File: src/rtl/uart_tx_buffered.sv
// Buffered UART transmitter: a one-entry holding buffer feeds a shift engine
// that serialises start, 8 data bits (LSB first), optional parity and stop bits.
module uart_tx_buffered #(
    parameter int CLKS_PER_BIT = 868,
    parameter int PARITY       = 0,
    parameter int STOP_BITS    = 1
) (
    input  logic       clk,
    input  logic       rst,
    input  logic [7:0] in_data,
    input  logic       in_valid,
    output logic       in_ready,
    output logic       busy,
    output logic       txd
);

    localparam int             CW        = $clog2(CLKS_PER_BIT);
    localparam logic [CW-1:0]  CNT_MAX   = CW'(CLKS_PER_BIT - 1);
    localparam logic [2:0]     LAST_STOP = 3'(STOP_BITS - 1);

    typedef enum logic [2:0] {IDLE, START, DATA, PAR, STOP} state_t;

    state_t        state, state_next;
    logic [7:0]    buf_data;
    logic          buf_valid, buf_valid_next;
    logic [7:0]    shifter, shifter_next;
    logic [CW-1:0] cnt, cnt_next;
    logic [2:0]    bit_idx, bit_idx_next;
    logic          par_bit, par_bit_next;
    logic          txd_q, txd_next;
    logic          accept, load, bit_end;

    // in_ready comes straight from the buffer flag, so it never depends on in_valid
    assign in_ready = ~buf_valid;
    assign accept   = in_valid & ~buf_valid;
    assign busy     = (state != IDLE) | buf_valid;
    assign txd      = txd_q;
    assign bit_end  = (cnt == '0);

    always_ff @(posedge clk or posedge rst) begin
        if (rst) begin
            buf_data <= '0;
        end else if (accept) begin
            buf_data <= in_data;
        end
    end

    always_ff @(posedge clk or posedge rst) begin
        if (rst) begin
            state     <= IDLE;
            buf_valid <= 1'b0;
            shifter   <= '0;
            cnt       <= '0;
            bit_idx   <= '0;
            par_bit   <= 1'b0;
            txd_q     <= 1'b1;
        end else begin
            state     <= state_next;
            buf_valid <= buf_valid_next;
            shifter   <= shifter_next;
            cnt       <= cnt_next;
            bit_idx   <= bit_idx_next;
            par_bit   <= par_bit_next;
            txd_q     <= txd_next;
        end
    end

    always_comb begin
        state_next     = state;
        buf_valid_next = buf_valid;
        shifter_next   = shifter;
        cnt_next       = cnt;
        bit_idx_next   = bit_idx;
        par_bit_next   = par_bit;
        txd_next       = txd_q;
        load           = 1'b0;

        if (accept) begin
            buf_valid_next = 1'b1;
        end

        case (state)
            IDLE: begin
                txd_next = 1'b1;
                load     = buf_valid;
            end
            START: begin
                if (bit_end) begin
                    txd_next     = shifter[0];
                    bit_idx_next = '0;
                    cnt_next     = CNT_MAX;
                    state_next   = DATA;
                end else begin
                    cnt_next = cnt - CW'(1);
                end
            end
            DATA: begin
                if (bit_end) begin
                    cnt_next = CNT_MAX;
                    if (bit_idx == 3'd7) begin
                        bit_idx_next = '0;
                        if (PARITY != 0) begin
                            txd_next   = par_bit;
                            state_next = PAR;
                        end else begin
                            txd_next   = 1'b1;
                            state_next = STOP;
                        end
                    end else begin
                        shifter_next = {1'b0, shifter[7:1]};
                        txd_next     = shifter[1];
                        bit_idx_next = bit_idx + 3'd1;
                    end
                end else begin
                    cnt_next = cnt - CW'(1);
                end
            end
            PAR: begin
                if (bit_end) begin
                    txd_next     = 1'b1;
                    cnt_next     = CNT_MAX;
                    bit_idx_next = '0;
                    state_next   = STOP;
                end else begin
                    cnt_next = cnt - CW'(1);
                end
            end
            STOP: begin
                if (bit_end) begin
                    if (bit_idx == LAST_STOP) begin
                        // A waiting byte starts immediately so frames run gapless
                        if (buf_valid) begin
                            load = 1'b1;
                        end else begin
                            state_next = IDLE;
                        end
                    end else begin
                        bit_idx_next = bit_idx + 3'd1;
                        cnt_next     = CNT_MAX;
                    end
                end else begin
                    cnt_next = cnt - CW'(1);
                end
            end
            default: begin
                state_next = IDLE;
                txd_next   = 1'b1;
            end
        endcase

        if (load) begin
            shifter_next   = buf_data;
            par_bit_next   = (PARITY == 2) ? ~(^buf_data) : (^buf_data);
            buf_valid_next = 1'b0;
            txd_next       = 1'b0;
            cnt_next       = CNT_MAX;
            bit_idx_next   = '0;
            state_next     = START;
        end
    end

endmodule

File: config.mk
export PLATFORM = sky130hd
export DESIGN_NAME = uart_tx_buffered
export DESIGN_NICKNAME = d
export VERILOG_FILES = /design/src/rtl/uart_tx_buffered.sv
export SDC_FILE = /design/constraint.sdc
export NUM_CORES = 1
export LEC_CHECK = 0
export CORE_ASPECT_RATIO = 1.25
export CORE_UTILIZATION = 61
export CTS_BUF_LIST = sky130_fd_sc_hd__clkbuf_4 sky130_fd_sc_hd__clkbuf_8
export DETAILED_ROUTE_END_ITERATION = 7
export PLACE_DENSITY = 0.83
export SLEW_MARGIN = 20
export SYNTH_ARGS = -nofsm -noshare
export SYNTH_HDL_FRONTEND = slang
export SYNTH_SLANG_ARGS = --single-unit
File: constraint.sdc
create_clock -name clk -period 3.17 [get_ports clk]
set_clock_uncertainty 0.05 [all_clocks]
set_input_delay 0.4755 -clock clk [delete_from_list [all_inputs] [get_ports clk]]
set_output_delay 0.4755 -clock clk [all_outputs]
set_load 0.05 [all_outputs]
After elaboration in Yosys (flattened, before gate mapping)
Index checks and enable logic that the tools add are counted.
{"block": "classes", "reduce_logical": 16, "n_bitwise": 3, "eq_ne": 18, "addsub": 2, "muxes": 37}
{"op": "$mux 3", "count": 14}
{"op": "$mux 10", "count": 4}
{"op": "$mux 8", "count": 4}
{"op": "$ne 3x3->1 const B", "count": 8}
{"op": "$pmux 10 s2", "count": 1}
{"op": "$pmux 3 s5", "count": 1}
{"op": "$logic_not 10->1", "count": 1}
{"op": "$mux 1", "count": 10}
{"op": "$sub 10x1->10 const B", "count": 1}
{"op": "$pmux 3 s3", "count": 1}
{"op": "$reduce_and 8->1", "count": 1}
{"op": "$eq 3x2->1 const B", "count": 2}
{"op": "$eq 3x3->1 const B", "count": 2}
{"op": "$logic_not 3->1", "count": 2}
{"op": "$ne 2x2->1 const B", "count": 3}
{"op": "$reduce_bool 2->1", "count": 3}
{"op": "$reduce_bool 3->1", "count": 2}
{"op": "$reduce_and 5->1", "count": 1}
{"op": "$ne 4x4->1 const B", "count": 1}
{"op": "$pmux 1 s4", "count": 1}
{"op": "$reduce_and 4->1", "count": 1}
{"op": "$reduce_bool 4->1", "count": 1}
{"op": "$add 3x1->3 const B", "count": 1}
{"op": "$eq 3x1->1 const B", "count": 1}
{"op": "9 further kinds", "count": 9}
{"block": "totals", "input_bits": 11, "ff_bits": 34, "word_cells": 83, "out_inout_bits": 3}

Logic depth before layout (Yosys ltp)
Gate-level depths: netlist (run 1).
{"block": "logic_depth", "word_depth": 6, "mapped_depth": 7, "mapped_depth_nobuf": 6}

Worst setup path after synthesis (run 1)
Ideal clock, no wire load.
{"block": "synth_timing", "kind": "register to register", "start": "register cnt[0]", "end": "register shifter[0]", "synth_period_minus_slack_ns": 2.407, "path_slack_ns": 0.763, "stages_incl_launch_ff": 8, "setup_time_ns": 0.125, "path_buffers": 1, "arrival_time_ns": 2.232, "path_cell_list": "dfrtp_1 > inv_1 > ha_1 > or3b_2 > buf_2 > nor4_4 > mux2_1 > mux2_4"}
{"block": "synth_between", "elab_chain_cells": 5, "elab_cells_between_ends": 8, "cone_classes": "eq/ne: 1; mux: 3; reduce/logical: 4"}
{"item": "from (decl)", "line_no": "27", "rtl": "logic [CW-1:0] cnt, cnt_next;"}
{"item": "from (signal assigned)", "line_no": "61", "rtl": "cnt <= cnt_next;"}
{"item": "$logic_not 10->1 *", "line_no": "38", "rtl": "assign bit_end = (cnt == '0);"}
{"item": "$mux 1", "line_no": "129", "rtl": "if (bit_end) begin"}
{"item": "$pmux 1 s2", "line_no": "82", "rtl": "case (state)"}
{"item": "$ne 2x2->1 (no source line) / $reduce_bool 2->1 (equally long branches)"}
{"item": "$reduce_and 3->1 (no source line)"}
{"item": "to (signal assigned)", "line_no": "60", "rtl": "shifter <= shifter_next;"}
{"item": "to (decl)", "line_no": "26", "rtl": "logic [7:0] shifter, shifter_next;"}
Every way passes the cells marked *; elsewhere a longest branch is shown, timed or not.
A chain may end at the register's enable or synchronous reset.

Worst setup path after layout (run 1)
{"block": "layout_timing", "start": "register state[0]", "end": "output busy"}
{"block": "layout_between", "elab_chain_cells": 2}
{"item": "from (decl)", "line_no": "23", "rtl": "state_t state, state_next;"}
{"item": "from (signal assigned)", "line_no": "58", "rtl": "state <= state_next;"}
{"item": "$reduce_bool 3->1", "line_no": "36", "rtl": "assign busy = (state != IDLE) | buf_valid;"}
{"item": "$or 1x1->1", "line_no": "36"}
{"item": "to (decl)", "line_no": "13", "rtl": "output logic busy,"}
No other way between the ends.

==> qor.yml, run 1 <==
setup_path:
  crit_required_ns: 2.64
  max_stage_delay_ns: 0.80
  cp_slowest_cell: "clkdlybuf4s50_1"
  cp.depth: 3
  startpoint_type: "flop"
  critPathBufInv: 1
  cpLargestDelayFamily: "buffers and inverters"
  crit_path_end_kind: "output pin"
  cp_max_fo: 18
  worstPathCellList: "nor3_1, nand2_1, clkdlybuf4s50_1"
  ff2ff_path_depth: 6
  cp.arrival_ns: 2.08
  critPathKind: "reg -> out"
route:
  antenna_left: 0
  drt_first_iter_violations: 73
  drt_first_pass_iters: 4
  drc: 0
  wl_um: 4195
  via_per_inst: 6.433
  wl_per_cell_um: 17.12
  num_vias: 1576
clock_network:
  clk_pin_slew_ns: 0.11
  post_cts.repair.setup_buffers: 0
  ctsHtreeMaxLevel: 2
  cts_root_buf: "clkbuf_4"
  worstSkewPairLatency_ns: 0.33
  clock-sinks: 34
  cts_resized: 0
  cts_tree: "done"
  cts_hold_buffers: 0
  cts_buffers: 5
  clockBufferDepth: 2
logic_synthesis:
  syn_avg_cell_area_um2: 10.23
  yosys_warnings: 0
  synth_xor_area_frac: 0.004370
  synthArstFlopShare: 1.000
  synth_top_flop_cell: "dfrtp_1"
  synth_edf_count: 0
  synth_top_cell_by_area: "dfrtp_1"
  synth_simple_gate_area_frac: 0.1929
  synth-seq-area-share: 0.4251
  synth_area_leaders: "dfrtp_1 41%, mux2_2 6.7%, mux2i_1 3.5%"
  synth-seq-cells: 34
  yosysUniqueCellTypes: 51
  syn_inst: 196
  synth_nets: 211
  synth_top_family_by_area: "simple AND/OR/NAND/NOR gates"
  synth_mux_area_frac: 0.1361
  synth_compound_area_frac: 0.1748
  synth_top_cell_area_share: 0.4120
  synth_fa_ha_area_frac: 0.02497
  syn_area_um2: 2004
outcome:
  status: "complete, no violations"
cells_and_area:
  finalNetCount: 224
  n_fill_cell: 247
  ff_latch_area_um2: 852.1
  drive_gt1_frac: 0.1818
  syn2layout_area_growth_pct: 9.925
  layout_commonest_cell: "dfrtp_1"
  multi_input_area_um2: 1069
  layout_common_cells: "33 x dfrtp_1, 18 x nor2_1, 15 x nand2_1, 13 x o21ai_0, 13 x clkdlybuf4s50_1"
  antenna_cells: 0
sta:
  post-route-period-util: 0.8216
  tightest_slew_ns: 0.9937
  setup_viol: 0
  setup_tns_ns: 0
  rsz0062_at_grt: "no"
  fmax_ghz: 0.3840
  hold_viol_final: 0
  maxSlewHeadroom: 0.3282
  period_needed_ns: 2.604
  worst_slack_ns: 0.5656
  drv_slew: 0
placed_design:
  port_buffers: 13
  place_ws_ns: 0.6095
  hpwl_um: 3139
  gp_congestion: 0.9260
die:
  fp.dieW_um: 53.27
  core_area_um2: 3028
  chipHeight_um: 66.09
  fp-row-count: 22
  start_util: 0.6620
  die_area_um2: 3521
  pin_count: 14
worst_hold_path:
  hold_path.class: "reg -> reg"
  min_path_cells: 2
flow_run:
  drv_cap: 0
grt:
  grt_util_all_layers: 0.2921
  grt_pass1_vias: 1666
  grt_max_degree: 20
  antenna_found_initial: 0
  grt_remaining_overflow: 0
  grt_pass1_wl_um: 7396
pwr:
  ir_worst_vdd_v: 0.0004694
  p_leak_nw: 0.9091
  powerDensity_nw_per_um2: 675.2
[worst register-to-register path, delay by kind of cell (launching register included)]
| family | cells | cell delay [ns] |
|---|---|---|
| adder cells (fa/ha/maj) | 1 | 0.19 |
| multiplexers | 2 | 0.64 |
| flip-flops | 1 | 0.43 |
| buffers and inverters | 1 | 0.07 |
| AND/OR/NAND/NOR | 2 | 1.09 |
[final cells by class]
| type | count | area share |
|---|---|---|
| timing repair buffer | 17 | 0.07269 |
| sequential | 34 | 0.3867 |
| multi-input combinational | 143 | 0.4850 |
| clock buffer | 5 | 0.01704 |
| clock inverter | 2 | 0.004543 |
| tap | 36 | 0.02044 |
| inverter | 8 | 0.01363 |
[flip-flops by register name (all words and copies together) (netlist names)]
name       cells
bit_idx        3
buf_data       8
buf_valid      1
cnt           10
shifter        8
state          3
txd            1
[cells in the mapped netlist (all sizes together), types with 2 or more instances]
cell and n:
nor2 18, or3b 3, or3 3, inv 8, nor4 3, o311ai 2
nand2b 4, mux2i 7, buf 5, nor2b 4, clkbuf 6, or4 2
o221ai 2, a211oi 2, a22o 2, o21ai 13, o31ai 3, a21oi 6
nor3 2, ha 4, nor4b 2, a2111oi 2, dfrtp 33, mux2 17
nand3 3, o2111ai 2, nor3b 4, nand2 15, a221o 5, o211ai 2
[power breakdown]
part	switching (mW)	internal, mW	total, mW
Clock	0.140	0.0797	0.220
Sequential	0.143	0.600	0.743
Combinational	0.249	0.276	0.525
[per-stage QoR]
step / power [mW] / cells / area [um2] / utilization / hold slack [ns]
finish: 1.488 / 245 / 2203 / 0.7277 / 0.4357
global route: 1.598 / 245 / 2203 / 0.7277 / 0.4760
CTS: 1.497 / 245 / 2203 / 0.7277 / 0.4418
detailed placement: 1.276 / 238 / 2156 / 0.7120 / 0.4255
global placement: 1.231 / 238 / 2156 / 0.7120 / 0.4176
floorplan: 1.133 / 196 / 2004 / - / 0.4218
[cells by family after synthesis]
family          count (synthesis)
simple gates                   67
fa+ha+maj                       4
compound gates                 47
flops                          34
xor+xnor                        1
mux                            24
buf+inv                        19
[final timing paths]
kind                         endpoint  slack (ns)      from
min in group asynchronous    state[0]        0.45       rst
max in group asynchronous      cnt[5]        1.93       rst
hold / removal                    txd        0.44       txd
setup / recovery                 busy        0.57  state[0]
hold reg to reg                   txd        0.44       txd
setup reg to reg           shifter[1]        0.60    cnt[0]
[layer usage]
layer	wire, um	track usage
met4	65	0.1316
met3	187	0.06437
met2	2221	0.5047
met5	0	0
met1	1720	0.3333
(Power assumes the default switching activity.)
==> inputs of run 2 (changes only) <==
==> constraint.sdc (replaced) <==
create_clock -name clk -period 2.7 [get_ports clk]
set_clock_uncertainty 0.05 [all_clocks]
set_input_delay 0.405 -clock clk [delete_from_list [all_inputs] [get_ports clk]]
set_output_delay 0.405 -clock clk [all_outputs]
set_load 0.05 [all_outputs]
==> run 2 against run 1 <==
Die area unchanged. Largest cell class unchanged. Sequential power up 18%. Cell count grew 2.0%.
==> qor.yml, run 2 (synthesis results as in run 1) <==
setup_path:
  cp.arrival_ns: 2.07
  crit_required_ns: 2.25
  startpoint: "state[0]"
  crit_path_end_kind: "output pin"
  max_stage_delay_ns: 0.79
  cp_slowest_cell: "clkdlybuf4s50_1"
  critPathKind: "reg -> out"
  r2r_start: "bit_idx[0]"
  startpoint_type: "flop"
  cp_max_fo: 18
  worstPathCellList: "nor3_1, nand2_1, clkdlybuf4s50_1"
sta:
  fmax_ghz: 0.3954
  rsz0062_at_grt: "no"
  setup_tns_ns: 0
  setup_viol: 0
  hold_viol_final: 0
  period_needed_ns: 2.529
  drv_slew: 0
  maxSlewHeadroom: 0.5530
  tightest_slew_ns: 0.6691
  post-route-period-util: 0.9366
placed_design:
  port_buffers: 13
  gp_congestion: 0.8956
  place_area_um2: 2186
  hpwl_um: 3173
cells_and_area:
  largest_register_ffs: 10
  final_core_util: 0.7430
  regMostFlops: "cnt"
  multi_input_area_um2: 1069
  ff_latch_area_um2: 852.1
  syn2layout_area_growth_pct: 12.23
  layout_commonest_cell: "dfrtp_1"
  drive_gt1_frac: 0.2009
  layout_common_cells: "33 x dfrtp_1, 18 x nor2_1, 15 x nand2_1, 13 x o21ai_0, 13 x clkdlybuf4s50_1"
  n_fill_cell: 225
  reg.largest.list: "cnt (10), buf_data (8), shifter (8)"
  fin_area_um2: 2250
  finalNetCount: 228
  antenna_cells: 0
pwr:
  p_leak_nw: 0.9387
  p_total_mw: 1.807
  ir_worst_vdd_v: 0.0007509
  powerDensity_nw_per_um2: 803.4
route:
  wl_um: 4312
  drc: 0
  drt_first_iter_violations: 51
  drt_first_pass_iters: 4
  num_vias: 1578
  antenna_left: 0
  wl_per_cell_um: 17.25
  via_per_inst: 6.312
die:
  chipHeight_um: 66.09
  die_area_um2: 3521
  core_area_um2: 3028
  fp.dieW_um: 53.27
  start_util: 0.6620
  pin_count: 14
  fp-row-count: 22
clock_network:
  worstSkewPairLatency_ns: 0.35
  post_cts.repair.setup_buffers: 0
  cts_hold_buffers: 0
  cts_root_buf: "clkbuf_4"
  clock-sinks: 34
  ctsHtreeMaxLevel: 2
  clockBufferDepth: 2
  cts_buffers: 5
  cts_tree: "done"
  clk_pin_slew_ns: 0.11
  cts_resized: 0
grt:
  grt_pass1_vias: 1700
  grt_remaining_overflow: 0
  antenna_found_initial: 0
  grt_pass1_wl_um: 7707
  grt_max_degree: 35
  grt_util_all_layers: 0.3088
flow_run:
  drv_cap: 0
worst_hold_path:
  hold_path.class: "in -> async"
outcome:
  status: "complete, no violations"
-- run 2: changes by cell type in the layout (fill, tap and decap cells not counted), sizes merged --
cell    delta
buf        +4
clkbuf     +2
clkinv     -1
-- run 2: final timing paths --
path	to	slack, ns	depth (start not counted)
setup reg to reg	cnt[1]	0.25	6
setup / recovery	busy	0.17	3
hold / removal	shifter[5]	0.41	3
hold reg to reg	txd	0.43	2
max in group asynchronous	txd	1.87	3
min in group clk	txd	0.43	2
-- run 2: final cells by class --
type,count,share of cell area
clock inverters,1,0.002225
clock buffers,7,0.02614
inverters,8,0.01335
flip-flops and latches,34,0.3788
repair buffers,21,0.08454
multi-input cells,143,0.4750
well taps,36,0.02002
-- run 2: critical path: cells and delay by family, from the launching register on --
family | cells | cell delay, ns
AND/OR/NAND/NOR | 2 | 0.24
flip-flops | 1 | 0.69
buffers and inverters | 1 | 0.79
-- run 2: stage by stage --
stage / hold WS, ns / cells / setup WS, ns
after global placement: 0.4107 / 242 / 0.3368
after detailed placement: 0.4186 / 242 / 0.2809
final: 0.4054 / 250 / 0.1712
after floorplan: 0.4218 / 196 / 0.2926
after CTS: 0.4149 / 250 / 0.1773
after global routing: 0.4415 / 250 / 0.05378
-- run 2: layer usage --
layer	track usage	part of all wire	vias up
li1	-	-	755
met1	0.3661	0.41	761
met2	0.5000	0.52	50
met3	0.05977	0.039	12
met4	0.1908	0.027	0
met5	0	0	-
-- run 2: power breakdown --
| part | internal [mW] | leakage [nW] | total, mW | switching, mW |
|---|---|---|---|---|
| Clock | 0.136 | 0.0387 | 0.319 | 0.183 |
| Sequential | 0.704 | 0.403 | 0.874 | 0.169 |
| Combinational | 0.327 | 0.497 | 0.615 | 0.288 |
==> inputs of run 3 (changes only) <==
--- a/config.mk
+++ b/config.mk
@@ -14,3 +14,4 @@
 export SYNTH_ARGS = -nofsm -noshare
 export SYNTH_HDL_FRONTEND = slang
 export SYNTH_SLANG_ARGS = --single-unit
+export TNS_END_PERCENT = 1
==> results of run 3 <==
Final layout, timing and power as in run 2 (identical DEF).
